File: src/rtl/div_clk_meter_if.sv
// Signal bundle between a divided clock under test and its meter.
// The meter takes the slave view; whoever drives clk_in takes the master view.
interface div_clk_meter_if #(
    parameter int CNT_W = 16
);
    logic             clk_in;
    logic [CNT_W-1:0] period;
    logic [CNT_W-1:0] high_time;
    logic             period_valid;
    logic             locked;
    logic             err;
    logic             overflow;
    logic             duty_err;

    modport master (
        output clk_in,
        input  period, high_time, period_valid, locked, err, overflow, duty_err
    );

    modport slave (
        input  clk_in,
        output period, high_time, period_valid, locked, err, overflow, duty_err
    );
endinterface

File: src/rtl/div_clk_meter.sv
// Divided-clock meter: samples clk_in as data, measures period/high time, tracks lock.
// Optional 50% duty check is built only when DUTY_CHECK_EN is defined.
module div_clk_meter #(
    parameter int CNT_W       = 16,
    parameter int SYNC_STAGES = 2,
    parameter int LOCK_COUNT  = 4
) (
    input  logic          clk,
    input  logic          reset,
    div_clk_meter_if.slave mon
);
    localparam int MW = $clog2(LOCK_COUNT + 1);
    localparam logic [CNT_W-1:0] CNT_MAX   = '1;
    localparam logic [CNT_W-1:0] CNT_ONE   = CNT_W'(1);
    localparam logic [MW-1:0]    MATCH_TOP = MW'(LOCK_COUNT);

    typedef enum logic [1:0] {IDLE, ACQ, TRACK} state_t;

    logic [SYNC_STAGES-1:0] sync_reg, sync_next;
    logic                   s_d_reg;
    logic                   s, rise, fall;
    logic [CNT_W-1:0]       cnt_reg, hcnt_reg;

    state_t           state_reg, state_next;
    logic [CNT_W-1:0] period_reg, period_next;
    logic [CNT_W-1:0] high_reg, high_next;
    logic [MW-1:0]    match_reg, match_next;
    logic             locked_reg, locked_next;
    logic             overflow_reg, overflow_next;
    logic             pv_reg, pv_next;
    logic             err_reg, err_next;

    genvar gi;
    generate
        for (gi = 0; gi < SYNC_STAGES; gi++) begin : g_sync
            if (gi == 0) begin : g_first
                assign sync_next[gi] = mon.clk_in;
            end else begin : g_rest
                assign sync_next[gi] = sync_reg[gi-1];
            end
        end
    endgenerate

    assign s    = sync_reg[SYNC_STAGES-1];
    assign rise = s & ~s_d_reg;
    assign fall = ~s & s_d_reg;

    always_ff @(posedge clk or negedge reset) begin
        if (!reset) begin
            sync_reg <= '0;
            s_d_reg  <= 1'b0;
        end else begin
            sync_reg <= sync_next;
            s_d_reg  <= s;
        end
    end

    // Both counters restart at 1 on a rise so they read the length directly.
    always_ff @(posedge clk or negedge reset) begin
        if (!reset) begin
            cnt_reg  <= '0;
            hcnt_reg <= '0;
        end else begin
            if (rise)
                cnt_reg <= CNT_ONE;
            else if (cnt_reg != CNT_MAX)
                cnt_reg <= cnt_reg + 1'b1;

            if (rise)
                hcnt_reg <= CNT_ONE;
            else if (s && hcnt_reg != CNT_MAX)
                hcnt_reg <= hcnt_reg + 1'b1;
        end
    end

    always_ff @(posedge clk or negedge reset) begin
        if (!reset) begin
            state_reg    <= IDLE;
            period_reg   <= '0;
            high_reg     <= '0;
            match_reg    <= '0;
            locked_reg   <= 1'b0;
            overflow_reg <= 1'b0;
            pv_reg       <= 1'b0;
            err_reg      <= 1'b0;
        end else begin
            state_reg    <= state_next;
            period_reg   <= period_next;
            high_reg     <= high_next;
            match_reg    <= match_next;
            locked_reg   <= locked_next;
            overflow_reg <= overflow_next;
            pv_reg       <= pv_next;
            err_reg      <= err_next;
        end
    end

    always_comb begin
        state_next    = state_reg;
        period_next   = period_reg;
        high_next     = high_reg;
        match_next    = match_reg;
        locked_next   = locked_reg;
        overflow_next = overflow_reg;
        pv_next       = 1'b0;
        err_next      = 1'b0;

        if (fall && state_reg != IDLE)
            high_next = hcnt_reg;

        case (state_reg)
            IDLE: begin
                if (rise)
                    state_next = ACQ;
            end
            ACQ: begin
                if (rise) begin
                    period_next = cnt_reg;
                    pv_next     = 1'b1;
                    match_next  = '0;
                    state_next  = TRACK;
                end else if (cnt_reg == CNT_MAX) begin
                    overflow_next = 1'b1;
                    locked_next   = 1'b0;
                    match_next    = '0;
                    state_next    = IDLE;
                end
            end
            TRACK: begin
                if (rise) begin
                    period_next = cnt_reg;
                    pv_next     = 1'b1;
                    if (cnt_reg == period_reg) begin
                        if (match_reg != MATCH_TOP)
                            match_next = match_reg + 1'b1;
                    end else begin
                        match_next = '0;
                        if (locked_reg) begin
                            err_next    = 1'b1;
                            locked_next = 1'b0;
                        end
                    end
                    if (match_next == MATCH_TOP)
                        locked_next = 1'b1;
                end else if (cnt_reg == CNT_MAX) begin
                    // clk_in stalled: drop lock and wait for activity again
                    overflow_next = 1'b1;
                    locked_next   = 1'b0;
                    match_next    = '0;
                    state_next    = IDLE;
                end
            end
            default: state_next = IDLE;
        endcase
    end

`ifdef DUTY_CHECK_EN
    logic duty_reg;

    always_ff @(posedge clk or negedge reset) begin
        if (!reset)
            duty_reg <= 1'b0;
        else
            duty_reg <= (state_reg == TRACK) && rise &&
                        ({high_reg, 1'b0} != {1'b0, cnt_reg});
    end

    assign mon.duty_err = duty_reg;
`else
    assign mon.duty_err = 1'b0;
`endif

    assign mon.period       = period_reg;
    assign mon.high_time    = high_reg;
    assign mon.period_valid = pv_reg;
    assign mon.locked       = locked_reg;
    assign mon.err          = err_reg;
    assign mon.overflow     = overflow_reg;
endmodule

File: src/flat_wrapper.sv
// flat-port wrapper written by rule: the top's interface ports become plain ports
module div_clk_meter_flat 
#(
    parameter int CNT_W       = 16,
    parameter int SYNC_STAGES = 2,
    parameter int LOCK_COUNT  = 4
)
  (clk, reset, mon_clk_in, mon_period, mon_high_time, mon_period_valid, mon_locked, mon_err, mon_overflow, mon_duty_err);
  div_clk_meter_if #(.CNT_W(CNT_W)) mon_i ();
  input  logic clk;
  input  logic reset;
  input wire logic [$bits(mon_i.clk_in)-1:0] mon_clk_in;
  output wire logic [$bits(mon_i.period)-1:0] mon_period;
  output wire logic [$bits(mon_i.high_time)-1:0] mon_high_time;
  output wire logic [$bits(mon_i.period_valid)-1:0] mon_period_valid;
  output wire logic [$bits(mon_i.locked)-1:0] mon_locked;
  output wire logic [$bits(mon_i.err)-1:0] mon_err;
  output wire logic [$bits(mon_i.overflow)-1:0] mon_overflow;
  output wire logic [$bits(mon_i.duty_err)-1:0] mon_duty_err;
  assign mon_i.clk_in = mon_clk_in;
  assign mon_period = mon_i.period;
  assign mon_high_time = mon_i.high_time;
  assign mon_period_valid = mon_i.period_valid;
  assign mon_locked = mon_i.locked;
  assign mon_err = mon_i.err;
  assign mon_overflow = mon_i.overflow;
  assign mon_duty_err = mon_i.duty_err;
  div_clk_meter #(.CNT_W(CNT_W), .SYNC_STAGES(SYNC_STAGES), .LOCK_COUNT(LOCK_COUNT)) u_core (.clk(clk), .reset(reset), .mon(mon_i));
endmodule
File: config.mk
export PLATFORM = sky130hd
export DESIGN_NAME = div_clk_meter_flat
export DESIGN_NICKNAME = d
export VERILOG_FILES = /design/src/rtl/div_clk_meter_if.sv /design/src/rtl/div_clk_meter.sv /design/src/flat_wrapper.sv
export SDC_FILE = /design/constraint.sdc
export NUM_CORES = 1
export LEC_CHECK = 0
export CAP_MARGIN = 20
export CORE_UTILIZATION = 59
export CTS_BUF_LIST = sky130_fd_sc_hd__clkbuf_4
export DETAILED_ROUTE_END_ITERATION = 12
export PLACE_DENSITY = 0.79
export SLEW_MARGIN = 30
export SYNTH_ARGS = -nofsm -noshare
export SYNTH_HDL_FRONTEND = slang
export SYNTH_SLANG_ARGS = --single-unit
File: constraint.sdc
create_clock -name clk -period 2 [get_ports clk]
set_input_delay 0.4 -clock clk [delete_from_list [all_inputs] [get_ports clk]]
set_output_delay 0.4 -clock clk [all_outputs]
set_load 0.01 [all_outputs]
Word-level counts from Yosys, hierarchy flattened:

Cells that the tools add are included.
Widths: inputs -> output; s select.

* bitwise gates (word level): 5
* $add $sub $neg: 3
* multiplexer cells: 29
* reduce and logical (&&, ||, !) cells: 12
* equality and inequality tests: 12

Operator list (number)
* $mux 16: 4
* $add 16x1->16 const B: 2
* $ne 16x16->1 const B: 2
* $mux 3: 7
* $eq 16x16->1: 1
* $eq 16x16->1 const B: 1
* $mux 1: 11
* $mux 2: 4
* $reduce_bool 2->1: 4
* $pmux 2 s3: 1
* $pmux 3 s2: 1
* $reduce_and 3->1: 2
* $ne 2x2->1 const B: 2
* $ne 4x4->1 const B: 1
* $reduce_and 2->1: 2
* $add 3x1->3 const B: 1
* $eq 3x3->1 const B: 1
* $ne 3x3->1 const B: 1
* $not 1->1: 3
* $and 1x1->1: 2
* $eq 2x1->1 const B: 1
* $eq 2x2->1 const B: 1
* $logic_and 1x1->1: 2
* $logic_not 2->1: 1
* 3 further kinds: 3

* output and inout port bits: 37
* bits of input ports: 3
* flip-flop bits (word level): 76
* logic and storage cells: 73

Longest topological paths before layout:

Gate-level depths: netlist of run 1.

* word-level depth: 9
* depth in mapped cells: 7
* depth with buffers taken out: 7

Worst setup path after synthesis of run 1:

Ideal clock, no wire load.

* path type: register to register
* start point: register u_core.state_reg[0]
* end point: register u_core.period_reg[10], in the netlist u_core.mon.period[10]
* buffers on the path: 2
* library setup time: 0.125 ns
* arrival: 1.661 ns
* setup slack: 0.214 ns
* cell stages (with the launch flop): 7
* period minus slack after synthesis: 1.786 ns
* required time: 1.875 ns
* path through: dfrtp_1 -> inv_1 -> ha_1 -> clkbuf_1 -> nand2_1 -> buf_2 -> mux2_2

* word-level cells in the longest chain between the ends: 3
* elaborated cells on any way between the ends: 4
* classes of those cells: 2 x eq/ne; 2 x reduce/logical

RTL lines
* from (decl): line div_clk_meter.sv:24 `state_t state_reg, state_next;`
* from (signal assigned): line div_clk_meter.sv:87 `state_reg <= state_next;`
* $eq 2x1->1 / $eq 2x2->1 (equally long branches): line div_clk_meter.sv:111 `case (state_reg)`
* $reduce_or 2->1 (no line) *
* $reduce_and 2->1 (no line) *
* to (signal assigned): line div_clk_meter.sv:88 `period_reg <= period_next;`
* to (decl): line div_clk_meter.sv:25 `logic [CNT_W-1:0] period_reg, period_next;`

Every way passes the cells marked *; elsewhere a longest branch is shown, timed or not.
A chain may end at the register's enable or synchronous reset.

Final worst setup path of run 1:

* start point: register u_core.cnt_reg[0]
* end point: register u_core.cnt_reg[9]

* word-level cells in the longest chain between the ends: 3
* elaborated cells on any way between the ends: 5
* classes of those cells: 1 x add/sub; 1 x eq/ne; 2 x mux; 1 x reduce/logical

RTL lines
* from (decl): line div_clk_meter.sv:22 `logic [CNT_W-1:0] cnt_reg, hcnt_reg;`
* from (signal assigned): line div_clk_meter.sv:67 `cnt_reg <= cnt_reg + 1'b1;`
* $add 16x1->16: line div_clk_meter.sv:67
* $mux 16: line div_clk_meter.sv:66 `else if (cnt_reg != CNT_MAX)`
* $mux 16: line div_clk_meter.sv:64 `if (rise)`

Parallel ways exist; a longest one is shown, timed or not. The select of a mux whose other input is x is not followed.

==> impl_metrics.py, run 1 <==
metrics = {
    "clock_network": {
        "cts_tree": "built",
        "clock_latency_ns": 0.41,
        "cts_made_buffers": 9,
        "cts_max_level": 3,
        "post-cts-setup-buffer-count": 0,
        "clk_path_buf_depth": 2,
        "cts_sinks": 76,
        "clkSlewWorstSetupHoldPaths_ns": 0.12,
        "clock-root-buffer": "clkbuf_4",
    },
    "critical_path": {
        "critPathKind": "register to register",
        "cp.required_ns": 2.31,
        "crit_path_end": "u_core.cnt_reg[9]",
        "r2r-start": "u_core.cnt_reg[0]",
        "reg2reg_depth": 6,
        "ff2ff_setup_slack_ns": 0.13,
        "reg2reg_to": "u_core.cnt_reg[9]",
        "start_kind": "register",
        "arrival_ns": 2.18,
        "crit_start": "u_core.cnt_reg[0]",
        "crit_fanout": 6,
        "cp-end-kind": "register",
    },
    "drt": {
        "drc": 0,
        "num_vias": 2719,
        "drt-initial-drc-count": 153,
        "drt_first_pass_iters": 4,
        "wl_um": 7370,
        "final_antenna_net_count": 0,
        "post_drt_wl_per_cell_um": 16.0,
        "viasPerCell": 5.89,
    },
    "yosys": {
        "synth_ff_type": "dfrtp_1",
        "synth-seq-cells": 76,
        "syn_inst": 343,
        "ys_warn_count": 0,
        "async_flop_share": 1.00,
        "syn_area_mm2": 0.00374,
        "synth_compound_area_frac": 0.0682,
        "synth_mux_area_frac": 0.0963,
        "synthSimpleGateAreaFrac": 0.176,
        "synth_cell_types": 46,
        "syn-num-nets": 354,
        "synthXorXnorAreaFrac": 0.0889,
        "synth_seq_area_share": 0.508,
        "synth_fa_ha_area_frac": 0.0267,
        "synth-edff-count": 0,
        "synth.avg_cell_area_um2": 10.9,
        "synth_top_family_by_area": "simple AND/OR/NAND/NOR gates",
    },
    "power_and_ir_drop": {
        "power_frac_seq": 0.457,
        "p_leak_nw": 2.00,
        "pwr-share-comb": 0.224,
        "clkPwrFrac": 0.319,
        "intPower_mw": 2.94,
        "switchingPower_mw": 1.15,
        "peakVddDrop_v": 0.000806,
        "pwr_density_cell_mw_per_mm2": 922,
        "swShare": 0.282,
    },
    "finish": {
        "layout_commonest_cell": "dfrtp_1",
        "fillers": 451,
        "diodes": 0,
        "drive_above_1_share": 0.176,
        "stdcell_area_mm2": 0.00444,
        "fin_nets": 393,
        "syn2layout_area_growth_pct": 18.7,
        "final_cell_mix": "dfrtp_1, clkdlybuf4s50_1, mux2_2",
    },
    "die": {
        "dieArea_mm2": 0.00667,
        "start_util": 0.621,
        "pin_count": 40,
        "die-width_um": 81.6,
        "num_rows": 28,
        "core_mm2": 0.00603,
        "dieHeight_um": 81.6,
    },
    "sta": {
        "grt_setup_unrepaired": "false",
        "final.setup.worst_slack_ns": 0.129,
        "finalSetupViolations": 0,
        "timing.final.crit_share": 0.936,
        "slew_violations": 0,
        "fin_crit_ns": 1.87,
        "fin_skew_ns": 0.0127,
        "clock.fmax_mhz": 534,
        "hold_violations": 0,
        "setup_tns_ns": 0,
        "holdWs_ns": 0.360,
    },
    "placed_design": {
        "dp_hpwl_um": 5120,
        "numPortBuffers": 38,
        "pre_cts_slack_ns": 0.0387,
        "placed_cell_area_mm2": 0.00419,
        "place.gp.congestion": 0.896,
    },
    "grt": {
        "antenna_found_initial": 0,
        "grt_overflow": 0,
        "grt_pass1_wl_um": 12200,
        "grt_pass1_vias": 2490,
        "grt_use_total": 0.248,
        "grt_max_degree": 40,
    },
    "hold_path": {
        "worstHoldPathType": "register to register",
    },
    "job": {
        "drv_cap": 0,
    },
    "outcome": {
        "status": "finished, final reports clean",
    },
}
## stage by stage
step	cells	utilization	total power, mW
final	462	0.737	4.09
after global routing	462	0.737	4.31
after global placement	445	0.696	2.74
after detailed placement	445	0.696	2.75
after floorplan	343	-	2.43
after CTS	462	0.732	4.07
## worst max-delay path: stages (launching register included)
cell and delay, ns:
dfrtp_1 0.49, ha_1 0.26, inv_1 0.10, or2_2 0.35, o21ai_0 0.33, nor4_1 0.08, o21bai_1 0.16
## synthesized netlist by cell type (2+ instances only)
cell type,n,area (µm²)
dfrtp_1,76,1900
mux2_2,32,360
nor2_1,31,116
nand2_1,27,101
xnor2_1,24,210
nand4_1,18,113
xor2_1,14,123
nand3_1,12,60.1
and3_1,9,56.3
a21oi_1,8,40.0
buf_2,8,40.0
ha_1,8,100
clkbuf_1,7,26.3
inv_1,7,26.3
o21ai_0,7,35.0
a31oi_1,3,18.8
a41oi_1,3,26.3
and4_1,3,26.3
buf_4,3,22.5
nor3b_1,3,22.5
nor4_1,3,18.8
o211ai_1,3,22.5
or3_1,3,18.8
a311oi_1,2,17.5
nor2b_1,2,12.5
nor3_1,2,10.0
o211a_1,2,20.0
o21ai_1,2,10.0
o2bb2ai_1,2,17.5
o31ai_1,2,15.0
or2_2,2,12.5
## worst min-delay path by stage
stage	startpoint	to	slack (ns)	cells after the start
2_1_floorplan	reset	u_core.cnt_reg[0]	0.10	0
3_3_place_gp	u_core.sync_reg[0]	u_core.sync_reg[1]	0.34	0
3_5_place_dp	u_core.sync_reg[0]	u_core.sync_reg[1]	0.34	0
4_1_cts	u_core.sync_reg[0]	u_core.sync_reg[1]	0.36	0
5_1_grt	u_core.sync_reg[0]	u_core.sync_reg[1]	0.37	0
6_report	u_core.sync_reg[0]	u_core.sync_reg[1]	0.36	0
## metal layers
layer / vias to the layer above / part of all wire / GRT usage
li1: 1292 / - / -
met1: 1358 / 0.50 / 0.376
met2: 61 / 0.44 / 0.352
met3: 8 / 0.039 / 0.0600
met4: 0 / 0.015 / 0.0737
met5: - / 0 / 0
## power groups by stage
stage / clock network [mW] / registers (mW) / logic (mW)
after global routing: 1.40 / 1.90 / 1.02
after global placement: 0 / 1.89 / 0.849
final: 1.31 / 1.87 / 0.917
after CTS: 1.32 / 1.87 / 0.874
after detailed placement: 0 / 1.89 / 0.862
after floorplan: 0 / 1.86 / 0.568
## cell families after synthesis
family                     Yosys count
AOI/OAI and AO/OA                   38
xor gates and xnor gates            38
adders and majority gates            8
buffers and inverters               27
DFF                                 76
muxes                               32
other                                1
and+or+nand+nor                    123
## area by class of cell
cell class / instances / area (µm²) / share of cell area
clock buffer: 11 / 82.6 / 0.0186
clock inverter: 5 / 124 / 0.0279
inverter: 7 / 26.3 / 0.00592
multi-input combinational: 240 / 1740 / 0.393
tap: 75 / 93.8 / 0.0211
sequential: 76 / 1900 / 0.428
timing repair buffer: 48 / 468 / 0.105
## repair_timing
action                     in CTS  in global routing
hold buffers                    1                  0
setup endpoints to repair       0                  5
resized for setup               0                  6
hold endpoints to repair       36                  0
Note: power is estimated with default switching activity, not from simulation.
==> run 2: changes to the inputs <==
--- a/config.mk
+++ b/config.mk
@@ -6,7 +6,9 @@
 export NUM_CORES = 1
 export LEC_CHECK = 0
 export CAP_MARGIN = 20
-export CORE_UTILIZATION = 59
+export CELL_PAD_IN_SITES_DETAIL_PLACEMENT = 1
+export CELL_PAD_IN_SITES_GLOBAL_PLACEMENT = 2
+export CORE_UTILIZATION = 39
 export CTS_BUF_LIST = sky130_fd_sc_hd__clkbuf_4
 export DETAILED_ROUTE_END_ITERATION = 12
 export PLACE_DENSITY = 0.79
==> impl_metrics.py, run 2 (synthesized netlist as in run 1, its figures left out) <==
metrics = {
    "power_and_ir_drop": {
        "intPower_mw": 2.67,
        "power_frac_seq": 0.480,
        "pwr-share-comb": 0.245,
        "clkPwrFrac": 0.275,
        "peakVddDrop_v": 0.000394,
        "finalPower_mw": 3.88,
        "pwr_density_cell_mw_per_mm2": 863,
        "swShare": 0.311,
        "switchingPower_mw": 1.21,
        "p_leak_nw": 1.99,
    },
    "die": {
        "num_rows": 35,
        "core_mm2": 0.00928,
        "dieArea_mm2": 0.00999,
        "die-width_um": 100,
        "pin_count": 40,
        "dieHeight_um": 100,
        "start_util": 0.403,
    },
    "grt": {
        "grt_use_total": 0.191,
        "grt_max_degree": 36,
        "grt_pass1_vias": 2896,
        "grt_pass1_wl_um": 14700,
        "antenna_found_initial": 0,
        "grt_overflow": 0,
    },
    "placed_design": {
        "dp_hpwl_um": 6270,
        "place.gp.congestion": 0.829,
        "numPortBuffers": 38,
        "dp_cells": 505,
        "placed_cell_area_mm2": 0.00432,
    },
    "drt": {
        "routed-wl-met3_um": 212,
        "met1_length_um": 3970,
        "drc": 0,
        "viasPerCell": 5.25,
        "post_drt_wl_per_cell_um": 16.7,
        "drt_first_pass_iters": 4,
        "num_vias": 2735,
        "wl_um": 8700,
        "top_layer": "met4",
        "final_antenna_net_count": 0,
        "met2_length_um": 4400,
        "drt-initial-drc-count": 74,
    },
    "clock_network": {
        "clkSlewWorstSetupHoldPaths_ns": 0.12,
        "clk_path_buf_depth": 2,
        "cts_sinks": 76,
        "clock_latency_ns": 0.43,
        "cts_made_buffers": 9,
        "post-cts-setup-buffer-count": 0,
        "cts_tree": "built",
        "clock-root-buffer": "clkbuf_4",
        "cts_max_level": 3,
    },
    "finish": {
        "fillers": 1056,
        "final_cell_mix": "dfrtp_1, clkdlybuf4s50_1, mux2_2",
        "stdcell_area_mm2": 0.00450,
        "fin_nets": 399,
        "diodes": 0,
        "drive_above_1_share": 0.186,
        "syn2layout_area_growth_pct": 20.1,
        "layout_commonest_cell": "dfrtp_1",
        "stdcell_count": 521,
    },
    "critical_path": {
        "reg2reg_to": "u_core.match_reg[2]",
        "worst-path-buf-inv": 0,
        "max_stage_delay_ns": 0.49,
        "r2r-start": "u_core.cnt_reg[7]",
        "cp.required_ns": 2.32,
        "cpMaxStageDelayCell": "dfrtp_1",
        "start_kind": "register",
        "cp_cell_sequence": "xnor2_1 > nand4_1 > nor4_4 > nand3_1 > o31ai_1",
        "arrival_ns": 2.17,
        "critPathTopFamily": "simple AND/OR/NAND/NOR gates",
        "reg2reg_depth": 5,
        "critPathKind": "register to register",
        "cp-end-kind": "register",
        "ff2ff_setup_slack_ns": 0.16,
        "crit_fanout": 7,
    },
    "sta": {
        "grt_setup_unrepaired": "false",
        "finalSetupViolations": 0,
        "hold_violations": 0,
        "slew_violations": 0,
        "setup_tns_ns": 0,
        "clock.fmax_mhz": 543,
        "fin_crit_ns": 1.84,
        "timing.final.crit_share": 0.921,
        "fin_skew_ns": 0.0197,
    },
    "hold_path": {
        "worstHoldPathType": "register to register",
        "worstHoldStart": "u_core.sync_reg[0]",
        "hold_end": "u_core.sync_reg[1]",
        "min_path_cells": 0,
    },
    "job": {
        "drv_cap": 0,
    },
    "outcome": {
        "status": "finished, final reports clean",
    },
}
==> run 2: what timing repair did <==
item / CTS / global route
hold buffers: 1 / 0
endpoints found under the hold margin: 19 / 0
pin swaps: 0 / 0
endpoints found under the setup margin: 2 / 4
cloned: 0 / 0
resized for setup: 1 / 4
==> run 2: through the flow <==
step,utilization,hold slack (ns),setup WS [ns]
global placement,0.465,0.326,0.137
detailed placement,0.465,0.325,-0.0430
finish,0.484,0.361,0.157
global route,0.484,0.373,0.00222
CTS,0.483,0.365,0.0580
floorplan,-,0.104,0.214
==> run 2: worst reg2reg max path, stage by stage (launching register included) <==
cell and delay [ns]:
dfrtp_1 0.49, xnor2_1 0.26, nand4_1 0.19, nor4_4 0.35, nand3_1 0.18, o31ai_1 0.28
==> run 2: power by group through the flow <==
stage	combinational [mW]	clock, mW	sequential (mW)
floorplan	0.568	0	1.86
global placement	0.888	0	1.89
detailed placement	0.908	0	1.90
CTS	0.936	1.10	1.87
global route	1.05	1.15	1.89
finish	0.950	1.07	1.86
==> run 2: area by class of cell <==
cell class                 count  area (µm²)  share of cell area
inverter                       7        26.3             0.00584
tap                          129         161              0.0359
timing repair buffer          54         526               0.117
multi-input combinational    240        1730               0.384
clock buffer                  10        75.1              0.0167
clock inverter                 5        77.6              0.0173
sequential                    76        1900               0.423
==> run 2: worst max path at each step <==
stage | startpoint | endpoint | depth (start not counted) | slack, ns
floorplan | u_core.state_reg[0] | u_core.mon.period[10] | 6 | 0.21
global placement | u_core.cnt_reg[7] | u_core.match_reg[2] | 5 | 0.14
detailed placement | u_core.cnt_reg[7] | u_core.match_reg[2] | 5 | -0.04
CTS | u_core.cnt_reg[7] | u_core.match_reg[2] | 5 | 0.06
global route | u_core.hcnt_reg[1] | u_core.hcnt_reg[7] | 7 | 0.002
finish | u_core.cnt_reg[7] | u_core.match_reg[2] | 5 | 0.16
==> run 2: per-layer routing <==
metal  track usage  up-vias
met5             0        -
met4        0.0747        0
met3        0.0258        8
met2         0.324       44
met1         0.248     1386
li1              -     1297
